File: config.mk
export PLATFORM = sky130hd
export DESIGN_NAME = updi_mem_access_ctrl
export DESIGN_NICKNAME = d
export VERILOG_FILES = /design/src/rtl/updi_mem_access_ctrl.sv
export SDC_FILE = /design/constraint.sdc
export NUM_CORES = 1
export LEC_CHECK = 0
export BUFFER_PORTS_ARGS = -buffer_cell sky130_fd_sc_hd__buf_2
export CORE_ASPECT_RATIO = 0.9
export CORE_MARGIN = 2
export CORE_UTILIZATION = 53
export CTS_BUF_LIST = sky130_fd_sc_hd__clkbuf_4
export DETAILED_ROUTE_END_ITERATION = 10
export PLACE_DENSITY = 0.95
export RECOVER_POWER = 25
export SYNTH_ARGS = -nofsm -noshare
export SYNTH_HDL_FRONTEND = slang
export SYNTH_SLANG_ARGS = --single-unit
File: constraint.sdc
create_clock -name clk -period 9.26 [get_ports clk]
set_clock_uncertainty 0.15 [all_clocks]
set_input_delay 2.778 -clock clk [delete_from_list [all_inputs] [get_ports clk]]
set_output_delay 2.778 -clock clk [all_outputs]
set_load 0.01 [all_outputs]
File: src/rtl/updi_mem_access_ctrl.sv
// -----------------------------------------------------------------------------
// updi_mem_access_ctrl
//
// Sequences single-byte UPDI data-space accesses. A write is issued as STS and
// a read as LDS. The block accepts one request at a time, drives the
// instruction, payload and tx/rx control ports of updi_interface, sinks its rx
// FIFO output port, and returns one response strobe with a status code for
// every accepted request.
//
// Ports
//   clk, rst                  clock, asynchronous active-high reset
//   req_valid/req_ready       request handshake
//   req_write                 1 = STS (write), 0 = LDS (read)
//   req_addr, req_wdata       16-bit data-space address, write byte
//   rsp_valid                 one-cycle response strobe
//   rsp_rdata                 read byte (0 for writes and for any error)
//   rsp_status                00 ok, 01 ack error, 10 rx timeout/short,
//                             11 watchdog
//   instr_converter_en, instruction, size_a, size_b, ptr, size_c, cs_addr, sib
//                             instruction fields towards updi_interface
//   data, data_len, wait_ack_after
//                             tx payload buffer, its length, ACK-wait mask
//   tx_start / tx_ready, tx_done
//                             transmit request level and its handshake/done
//   rx_n_bytes, rx_start / rx_ready, rx_done, rx_timeout, ack_error
//                             receive request and completion/status inputs
//   rx_data, rx_wr_en, rx_full
//                             rx FIFO port of updi_interface (never full here)
// -----------------------------------------------------------------------------
module updi_mem_access_ctrl #(
    parameter int MAX_DATA_SIZE  = 16,
    parameter int DATA_ADDR_BITS = $clog2(MAX_DATA_SIZE),
    parameter int WATCHDOG_CLKS  = 4096
) (
    input  logic                      clk,
    input  logic                      rst,

    input  logic                      req_valid,
    output logic                      req_ready,
    input  logic                      req_write,
    input  logic [15:0]               req_addr,
    input  logic [7:0]                req_wdata,

    output logic                      rsp_valid,
    output logic [7:0]                rsp_rdata,
    output logic [1:0]                rsp_status,

    output logic                      instr_converter_en,
    output logic [2:0]                instruction,
    output logic [1:0]                size_a,
    output logic [1:0]                size_b,
    output logic [1:0]                ptr,
    output logic [1:0]                size_c,
    output logic [3:0]                cs_addr,
    output logic                      sib,

    output logic [7:0]                data [MAX_DATA_SIZE],
    output logic [DATA_ADDR_BITS:0]   data_len,
    output logic [MAX_DATA_SIZE-1:0]  wait_ack_after,

    output logic                      tx_start,
    input  logic                      tx_ready,
    input  logic                      tx_done,

    output logic [DATA_ADDR_BITS-1:0] rx_n_bytes,
    output logic                      rx_start,
    input  logic                      rx_ready,
    input  logic                      rx_done,
    input  logic                      rx_timeout,
    input  logic                      ack_error,

    input  logic [7:0]                rx_data,
    input  logic                      rx_wr_en,
    output logic                      rx_full
);

    // UPDI opcode field values understood by updi_interface.
    localparam logic [2:0] OP_LDS = 3'b000;
    localparam logic [2:0] OP_STS = 3'b010;

    localparam logic [1:0] ST_OK      = 2'b00;
    localparam logic [1:0] ST_ACK_ERR = 2'b01;
    localparam logic [1:0] ST_RX_ERR  = 2'b10;
    localparam logic [1:0] ST_WDOG    = 2'b11;

    localparam logic [15:0] WD_LAST = 16'(WATCHDOG_CLKS - 1);

    // Address bytes are followed by the data byte on STS; the interface must
    // wait for an ACK after the address phase and after the data byte.
    localparam logic [MAX_DATA_SIZE-1:0] WRITE_ACK_MASK =
        {{(MAX_DATA_SIZE-3){1'b0}}, 3'b110};

    typedef enum logic [2:0] {
        IDLE,
        LOAD,
        TX_START,
        TX_WAIT,
        RX_START,
        RX_WAIT,
        RESP
    } state_t;

    state_t      state_reg;
    state_t      state_next;

    logic        is_write_reg;
    logic [15:0] addr_reg;
    logic [7:0]  wdata_reg;
    logic        ack_err_reg;
    logic        got_byte_reg;
    logic [7:0]  rbyte_reg;
    logic [15:0] wd_count_reg;
    logic [7:0]  pay0_reg;
    logic [7:0]  pay1_reg;
    logic [7:0]  pay2_reg;

    // In IDLE the request bus itself is used, so the instruction and payload
    // outputs are already valid in the LOAD cycle that follows acceptance.
    logic        write_sel;
    logic [15:0] addr_sel;
    logic [7:0]  wdata_sel;

    logic        ack_err_next;
    logic        got_byte_next;
    logic [7:0]  rbyte_next;
    logic [1:0]  status_next;
    logic [7:0]  rdata_next;
    logic        wd_expired;
    logic        wd_counting;
    logic        cmd_active_next;

    assign write_sel = (state_reg == IDLE) ? req_write : is_write_reg;
    assign addr_sel  = (state_reg == IDLE) ? req_addr  : addr_reg;
    assign wdata_sel = (state_reg == IDLE) ? req_wdata : wdata_reg;

    assign wd_expired  = (wd_count_reg == WD_LAST);
    assign wd_counting = (state_reg == TX_START) || (state_reg == TX_WAIT) ||
                         (state_reg == RX_START) || (state_reg == RX_WAIT);

    assign cmd_active_next = (state_next == LOAD)     || (state_next == TX_START) ||
                             (state_next == TX_WAIT)  || (state_next == RX_START) ||
                             (state_next == RX_WAIT);

    // Fixed instruction fields: 16-bit address, byte data, direct addressing.
    assign size_b  = 2'b00;
    assign ptr     = 2'b00;
    assign size_c  = 2'b00;
    assign cs_addr = 4'h0;
    assign sib     = 1'b0;
    assign rx_full = 1'b0;

    always_comb begin
        for (int i = 0; i < MAX_DATA_SIZE; i++) begin
            data[i] = 8'h00;
        end
        data[0] = pay0_reg;
        data[1] = pay1_reg;
        data[2] = pay2_reg;
    end

    // Next-state and response decode. status_next/rdata_next are non-zero
    // only on the transition into RESP, so the registered response fields
    // read as zero in every other cycle.
    always_comb begin
        state_next    = state_reg;
        ack_err_next  = ack_err_reg;
        got_byte_next = got_byte_reg;
        rbyte_next    = rbyte_reg;
        status_next   = ST_OK;
        rdata_next    = 8'h00;

        case (state_reg)
            IDLE: begin
                ack_err_next  = 1'b0;
                got_byte_next = 1'b0;
                rbyte_next    = 8'h00;
                if (req_valid) begin
                    state_next = LOAD;
                end
            end

            LOAD: begin
                state_next = TX_START;
            end

            TX_START: begin
                if (wd_expired) begin
                    state_next  = RESP;
                    status_next = ST_WDOG;
                end else if (tx_ready) begin
                    state_next = TX_WAIT;
                end
            end

            TX_WAIT: begin
                // An ACK error in the same cycle as tx_done still counts.
                ack_err_next = ack_err_reg | ack_error;
                if (wd_expired) begin
                    state_next  = RESP;
                    status_next = ST_WDOG;
                end else if (tx_done) begin
                    if (ack_err_next) begin
                        state_next  = RESP;
                        status_next = ST_ACK_ERR;
                    end else if (is_write_reg) begin
                        state_next  = RESP;
                        status_next = ST_OK;
                    end else begin
                        state_next = RX_START;
                    end
                end
            end

            RX_START: begin
                if (wd_expired) begin
                    state_next  = RESP;
                    status_next = ST_WDOG;
                end else if (rx_ready) begin
                    state_next = RX_WAIT;
                end
            end

            RX_WAIT: begin
                // Only the first byte is kept; a byte alongside rx_done counts.
                if (rx_wr_en && !got_byte_reg) begin
                    got_byte_next = 1'b1;
                    rbyte_next    = rx_data;
                end
                if (wd_expired) begin
                    state_next  = RESP;
                    status_next = ST_WDOG;
                end else if (rx_timeout) begin
                    state_next  = RESP;
                    status_next = ST_RX_ERR;
                end else if (rx_done) begin
                    state_next = RESP;
                    if (got_byte_next) begin
                        status_next = ST_OK;
                        rdata_next  = rbyte_next;
                    end else begin
                        status_next = ST_RX_ERR;
                    end
                end
            end

            RESP: begin
                state_next = IDLE;
            end

            default: begin
                state_next = IDLE;
            end
        endcase
    end

    // All outputs are registered from the next state so they change in step
    // with the state register.
    always_ff @(posedge clk or posedge rst) begin
        if (rst) begin
            state_reg          <= IDLE;
            is_write_reg       <= 1'b0;
            addr_reg           <= 16'h0000;
            wdata_reg          <= 8'h00;
            ack_err_reg        <= 1'b0;
            got_byte_reg       <= 1'b0;
            rbyte_reg          <= 8'h00;
            wd_count_reg       <= 16'h0000;
            req_ready          <= 1'b1;
            rsp_valid          <= 1'b0;
            rsp_status         <= 2'b00;
            rsp_rdata          <= 8'h00;
            instr_converter_en <= 1'b0;
            instruction        <= 3'b000;
            size_a             <= 2'b00;
            pay0_reg           <= 8'h00;
            pay1_reg           <= 8'h00;
            pay2_reg           <= 8'h00;
            data_len           <= '0;
            wait_ack_after     <= '0;
            tx_start           <= 1'b0;
            rx_start           <= 1'b0;
            rx_n_bytes         <= '0;
        end else begin
            state_reg    <= state_next;
            is_write_reg <= write_sel;
            addr_reg     <= addr_sel;
            wdata_reg    <= wdata_sel;
            ack_err_reg  <= ack_err_next;
            got_byte_reg <= got_byte_next;
            rbyte_reg    <= rbyte_next;

            if (state_next != state_reg) begin
                wd_count_reg <= 16'h0000;
            end else if (wd_counting) begin
                wd_count_reg <= wd_count_reg + 16'h0001;
            end

            req_ready  <= (state_next == IDLE);
            rsp_valid  <= (state_next == RESP);
            rsp_status <= status_next;
            rsp_rdata  <= rdata_next;

            instr_converter_en <= cmd_active_next;
            instruction        <= cmd_active_next ? (write_sel ? OP_STS : OP_LDS) : 3'b000;
            size_a             <= cmd_active_next ? 2'b01 : 2'b00;

            pay0_reg       <= cmd_active_next ? addr_sel[7:0]  : 8'h00;
            pay1_reg       <= cmd_active_next ? addr_sel[15:8] : 8'h00;
            pay2_reg       <= (cmd_active_next && write_sel) ? wdata_sel : 8'h00;
            data_len       <= cmd_active_next ?
                              (write_sel ? (DATA_ADDR_BITS+1)'(3) : (DATA_ADDR_BITS+1)'(2)) : '0;
            wait_ack_after <= (cmd_active_next && write_sel) ? WRITE_ACK_MASK : '0;

            // Start levels are high exactly while their start state lasts.
            tx_start   <= (state_next == TX_START);
            rx_start   <= (state_next == RX_START);
            rx_n_bytes <= ((state_next == RX_START) || (state_next == RX_WAIT)) ?
                          DATA_ADDR_BITS'(1) : '0;
        end
    end

endmodule
* After elaboration in Yosys (flattened, before gate mapping) *
Cells that the tools add are included.

storage, ports and cells
  register bits = 102
  input bits = 43
  output and inout bits = 185

operators by class
  reductions and logical operators = 17
  equality and inequality tests = 13
  bitwise logic cells = 1
  muxes and demuxes = 48
  $add $sub $neg = 1

operator list
  cell                   number
  $mux 8                 10
  $mux 16                3
  $mux 3                 11
  $mux 2                 11
  $pmux 3 s6             1
  $add 16x1->16 const B  1
  $eq 16x12->1 const B   1
  $pmux 8 s2             1
  $eq 3x3->1 const B     5
  $eq 3x2->1 const B     4
  $logic_or 1x1->1       8
  $mux 1                 8
  $eq 3x1->1 const B     2
  $logic_not 3->1        2
  $pmux 2 s3             1
  $reduce_bool 2->1      3
  $pmux 1 s2             2
  $ne 3x3->1             1
  $logic_and 1x1->1      2
  $reduce_or 2->1        1
  $logic_not 1->1        1
  $or 1x1->1             1

* Logic depth before layout (Yosys ltp) *
  word-level depth = 12
  mapped depth = 8
  gate-level depth less buffers = 6

* Least setup slack after synthesis *
No wires, ideal clock.

  path type = input -> register
  start = input ack_error
  end = register data_len[1]
  stages on the path = 6
  path slack = 5,091 ps
  arrival = 3,882 ps
  required time = 8,973 ps
  setup time = 137 ps
  cells stage by stage = nor3_1 nand3_1 o21ai_0 a2bb2oi_4 buf_4 a21oi_1

between the ends
  cells in the longest elaborated chain, start to end = 11

RTL lines
  item                                      line  text
  start: declaration                        70    input logic ack_error,
  $or 1x1->1 *                              197   ack_err_next = ack_err_reg | ack_error;
  $mux 2 *                                  202   if (ack_err_next) begin
  $mux 3 *                                  201   end else if (tx_done) begin
  $mux 3 *                                  198   if (wd_expired) begin
  $pmux 3 s6 *                              172   case (state_reg)
  $eq 3x1->1 or $eq 3x2->1 (tied branches)  140   assign cmd_active_next = (state_next == LOAD) || (state_next == TX_START) ||
  $logic_or 1x1->1 (2 in series)            140
  $logic_or 1x1->1                          141   (state_next == TX_WAIT) || (state_next == RX_START) ||
  $logic_or 1x1->1 *                        141
  named net cmd_active_next                 130   logic cmd_active_next;
  $mux 2 *                                  310   data_len <= cmd_active_next ?
  end signal: assignment                    310
  end: declaration                          58    output logic [DATA_ADDR_BITS:0] data_len,

The timed path passes the listed nets; every way through them passes the cells marked *.
A chain may end at the register's enable or synchronous reset.

* Worst setup path after layout *
  start = input ack_error
  end = register pay1_reg[1]

between the ends
  cells in the longest elaborated chain, start to end = 11

RTL lines
  item                                      line  text
  $or 1x1->1 *                              197
  $mux 2 *                                  202
  $mux 3 *                                  201
  $mux 3 *                                  198
  $pmux 3 s6 *                              172
  $eq 3x1->1 or $eq 3x2->1 (tied branches)  140
  $logic_or 1x1->1 (2 in series)            140
  $logic_or 1x1->1                          141
  $logic_or 1x1->1 *                        141
  $mux 8 *                                  308   pay1_reg <= cmd_active_next ? addr_sel[15:8] : 8'h00;
  end signal: assignment                    308
  end: declaration                          114   logic [7:0] pay1_reg;

Mark *: on every way between the ends. The rest lies on a longest branch, timed or not.

==> impl_results.md <==
- Synth Register Bits: 95
- Overall routing resource usage: 18.2%
- Post-DP HPWL: 6660 um
- Number of I/O port buffers: 88
- RSZ-0062 raised after global routing: no
- Synth Area in Compound Gates: 7.67%
- H-tree depth: 3
- End of the worst register-to-register path: pay1_reg[1]
- Hold_ws: 0.345 ns
- Total Nets Final: 684
- Sequential standard cell area: 2380 um2
- Crit path DAT: 4.40 ns
- Post-CTS setup buffer count: 0
- Chip Width: 108 um
- Worst-path cell chain: clkbuf_1 > nor3_1 > nand3_1 > o21ai_0 > a2bb2oi_4 > a21oi_1
- CP Data Required Time: 9.38 ns
- I/O pins: 228
- Clock Latency Late Sink: 0.44 ns
- Worst Hold Class: flip-flop to flip-flop
- Hold Path End: wdata_reg[0]
- Drt pass-1 iters: 4
- Setup TNS: 0 ns
- Fill cell count: 894
- Commonest non-fill, non-tap cell in the layout: conb_1
- Number of global-route vias before repair: 3107
- Startpoint types: primary input
- Hold_buf cts: 0
- Final ANT Viol Nets: 0
- FMAX: 233 MHz
- Delay of the slowest cell on the worst path: 0.60 ns
- Reg2reg start: wd_count_reg[12]
- Status: completed
- Seq/Total Area, Yosys: 46.3%
- Ant diodes: 0
- CTS tree: done
- Endpoints failing hold: 0
- Antenna violations before repair: 0
- Asr flop ratio synth: 100%
- Setup Crit Path Kind: primary input to flip-flop
- Largest net degree at the start of global routing: 88
- Max-cap violations: 0
- Vias post-DR: 3571
- Via/cell ratio: 4.63
- Finish-stage setup viols: 0
- Layout cells sized above 1: 17.7%
- Reg2reg setup slack: 6.17 ns
- Syn avg cell area: 9.00 um2
- Die H: 97.4 um
- Setup crit end kind: flip-flop
- Distinct cells, synth: 44
- Layout area overhead: 1.78%
- Leak: 2.80 nW
- Die area: 10500 um2
- Simple-gate share of the synthesized area: 19.4%
- Largest family of logic cells by synthesized area: buffers and inverters
- Mapped Area: 5140 um2
- Final wirelength: 9580 um
- GRT overflow: 0
- Worst IR Drop VDD: 0.000159 V
- DRC Markers: 0
- Post-synth top area share: 45.8%
- First-pass GRT wire length: 14900 um
- Cells after Synth: 571
- Worst Hold Launch: wdata_reg[0]
- Xor and xnor area share after synthesis: 2.21%
- CORE AREA: 9570 um2
- Area leader, netlist: dfrtp_1
- Multi-input logic area: 2080 um2
- Pwr dens: 274 nW/um2
- Commonest non-fill, non-tap cells in the layout: 139 x conb_1, 116 x nand2_1, 94 x dfrtp_1
- Synth top area cells: dfrtp_1 46%, buf_4 21%, nand2_1 8.5%
- Yosys warning count: 0
- Reg clk slew, reported paths: 0.16 ns
- Slowest library cell on the worst path: a2bb2oi_4
- Hold depth: 2
- Worst-Margin Slew: 1.19 ns
- Synth Area in Adders: 0.243%
- Number of synthesized flops with an enable pin: 0
- Final min period: 4.29 ns
- Relative slew slack: 20.4%
- CTS root buf: clkbuf_4
- CP Launch Point: ack_error
- Top_reg_cell synth: dfrtp_1
- Pins over their slew limit: 0
- 1st-iter DRT viols: 229
- CTS buffer count: 9
- RD Place Congestion: 0.817
- Mux cell area share after synthesis: 0.389%
- Critical path peak fanout: 27
- R2r worst-path depth: 5
- PostCTS Resize Cnt: 0
- CTS Buffer Depth: 2
- CTS Sinks: 95
- Row Count: 34
- Tcrit/Tclk final: 46.3%
- Avg WL per Cell: 12.4 um
- Starting Density: 53.7%
## critical path: cells and delay by family
family,cells,cell delay (ns)
buf+inv,1,0.09
compound gates,3,1.16
simple gates,2,0.36
## power by group
group          internal [mW]  leakage [nW]  switching, mW
combinational          0.198          1.47          0.384
sequential             0.546          1.24         0.0716
clock                 0.0882        0.0834          0.147
## Yosys cell counts (2+ instances only)
cell / count
inv_1: 4
o21ai_0: 15
clkbuf_1: 18
mux2i_1: 2
and2_1: 4
dfrtp_1: 94
o21a_1: 3
buf_2: 3
and3_1: 5
xor2_1: 4
nor3b_1: 2
o21ai_1: 2
a21oi_1: 37
xnor2_1: 9
nor4b_1: 2
and3b_1: 2
buf_4: 146
nand3_1: 22
or3_1: 2
buf_6: 2
nand4_1: 13
nor3_1: 8
nand2_1: 116
nor2_1: 32
nand2b_1: 3
nor2b_1: 3
## layer usage
layer  routed length [um]  track usage (%)  vias up
met1                 4160             25.1     1668
met5                    0                0        -
met3                  741             4.36       20
li1                     -                -     1714
met4                  257             7.20        0
met2                 4420             27.6      169
## cell families after synthesis
group                    after synthesis
AO/OA/AOI/OAI                         66
other                                  1
multiplexers                           2
XOR/XNOR                              13
AND/OR/NAND/NOR                      219
flip-flops                            95
adder cells (fa/ha/maj)                1
buffers and inverters                174
## layout make-up
cell class                 count  area share, %
inverter                       4          0.311
tap                          126           3.01
clock buffer                   9           1.29
multi-input combinational    440           39.7
clock inverter                 7           1.63
timing repair buffer          90           8.63
sequential                    95           45.5
## through the flow
stage	setup WS, ns	cells	instance area [um2]	utilization (%)	power (mW)
3_5_place_dp	4.53	755	5080	53.1	1.21
4_1_cts	5.02	771	5240	54.7	1.44
6_report	4.97	771	5230	54.7	1.44
5_1_grt	4.83	771	5230	54.7	1.54
3_3_place_gp	4.61	755	5080	53.1	1.18
2_1_floorplan	3.86	709	5660	-	1.10
## worst max path at each step
stage	to	slack (ns)
2_1_floorplan	ack_err_reg	3.86
3_3_place_gp	pay1_reg[3]	4.61
3_5_place_dp	pay2_reg[2]	4.53
4_1_cts	pay1_reg[1]	5.02
5_1_grt	pay1_reg[1]	4.83
6_report	pay1_reg[1]	4.97
Note: power is estimated with default switching activity, not from simulation.
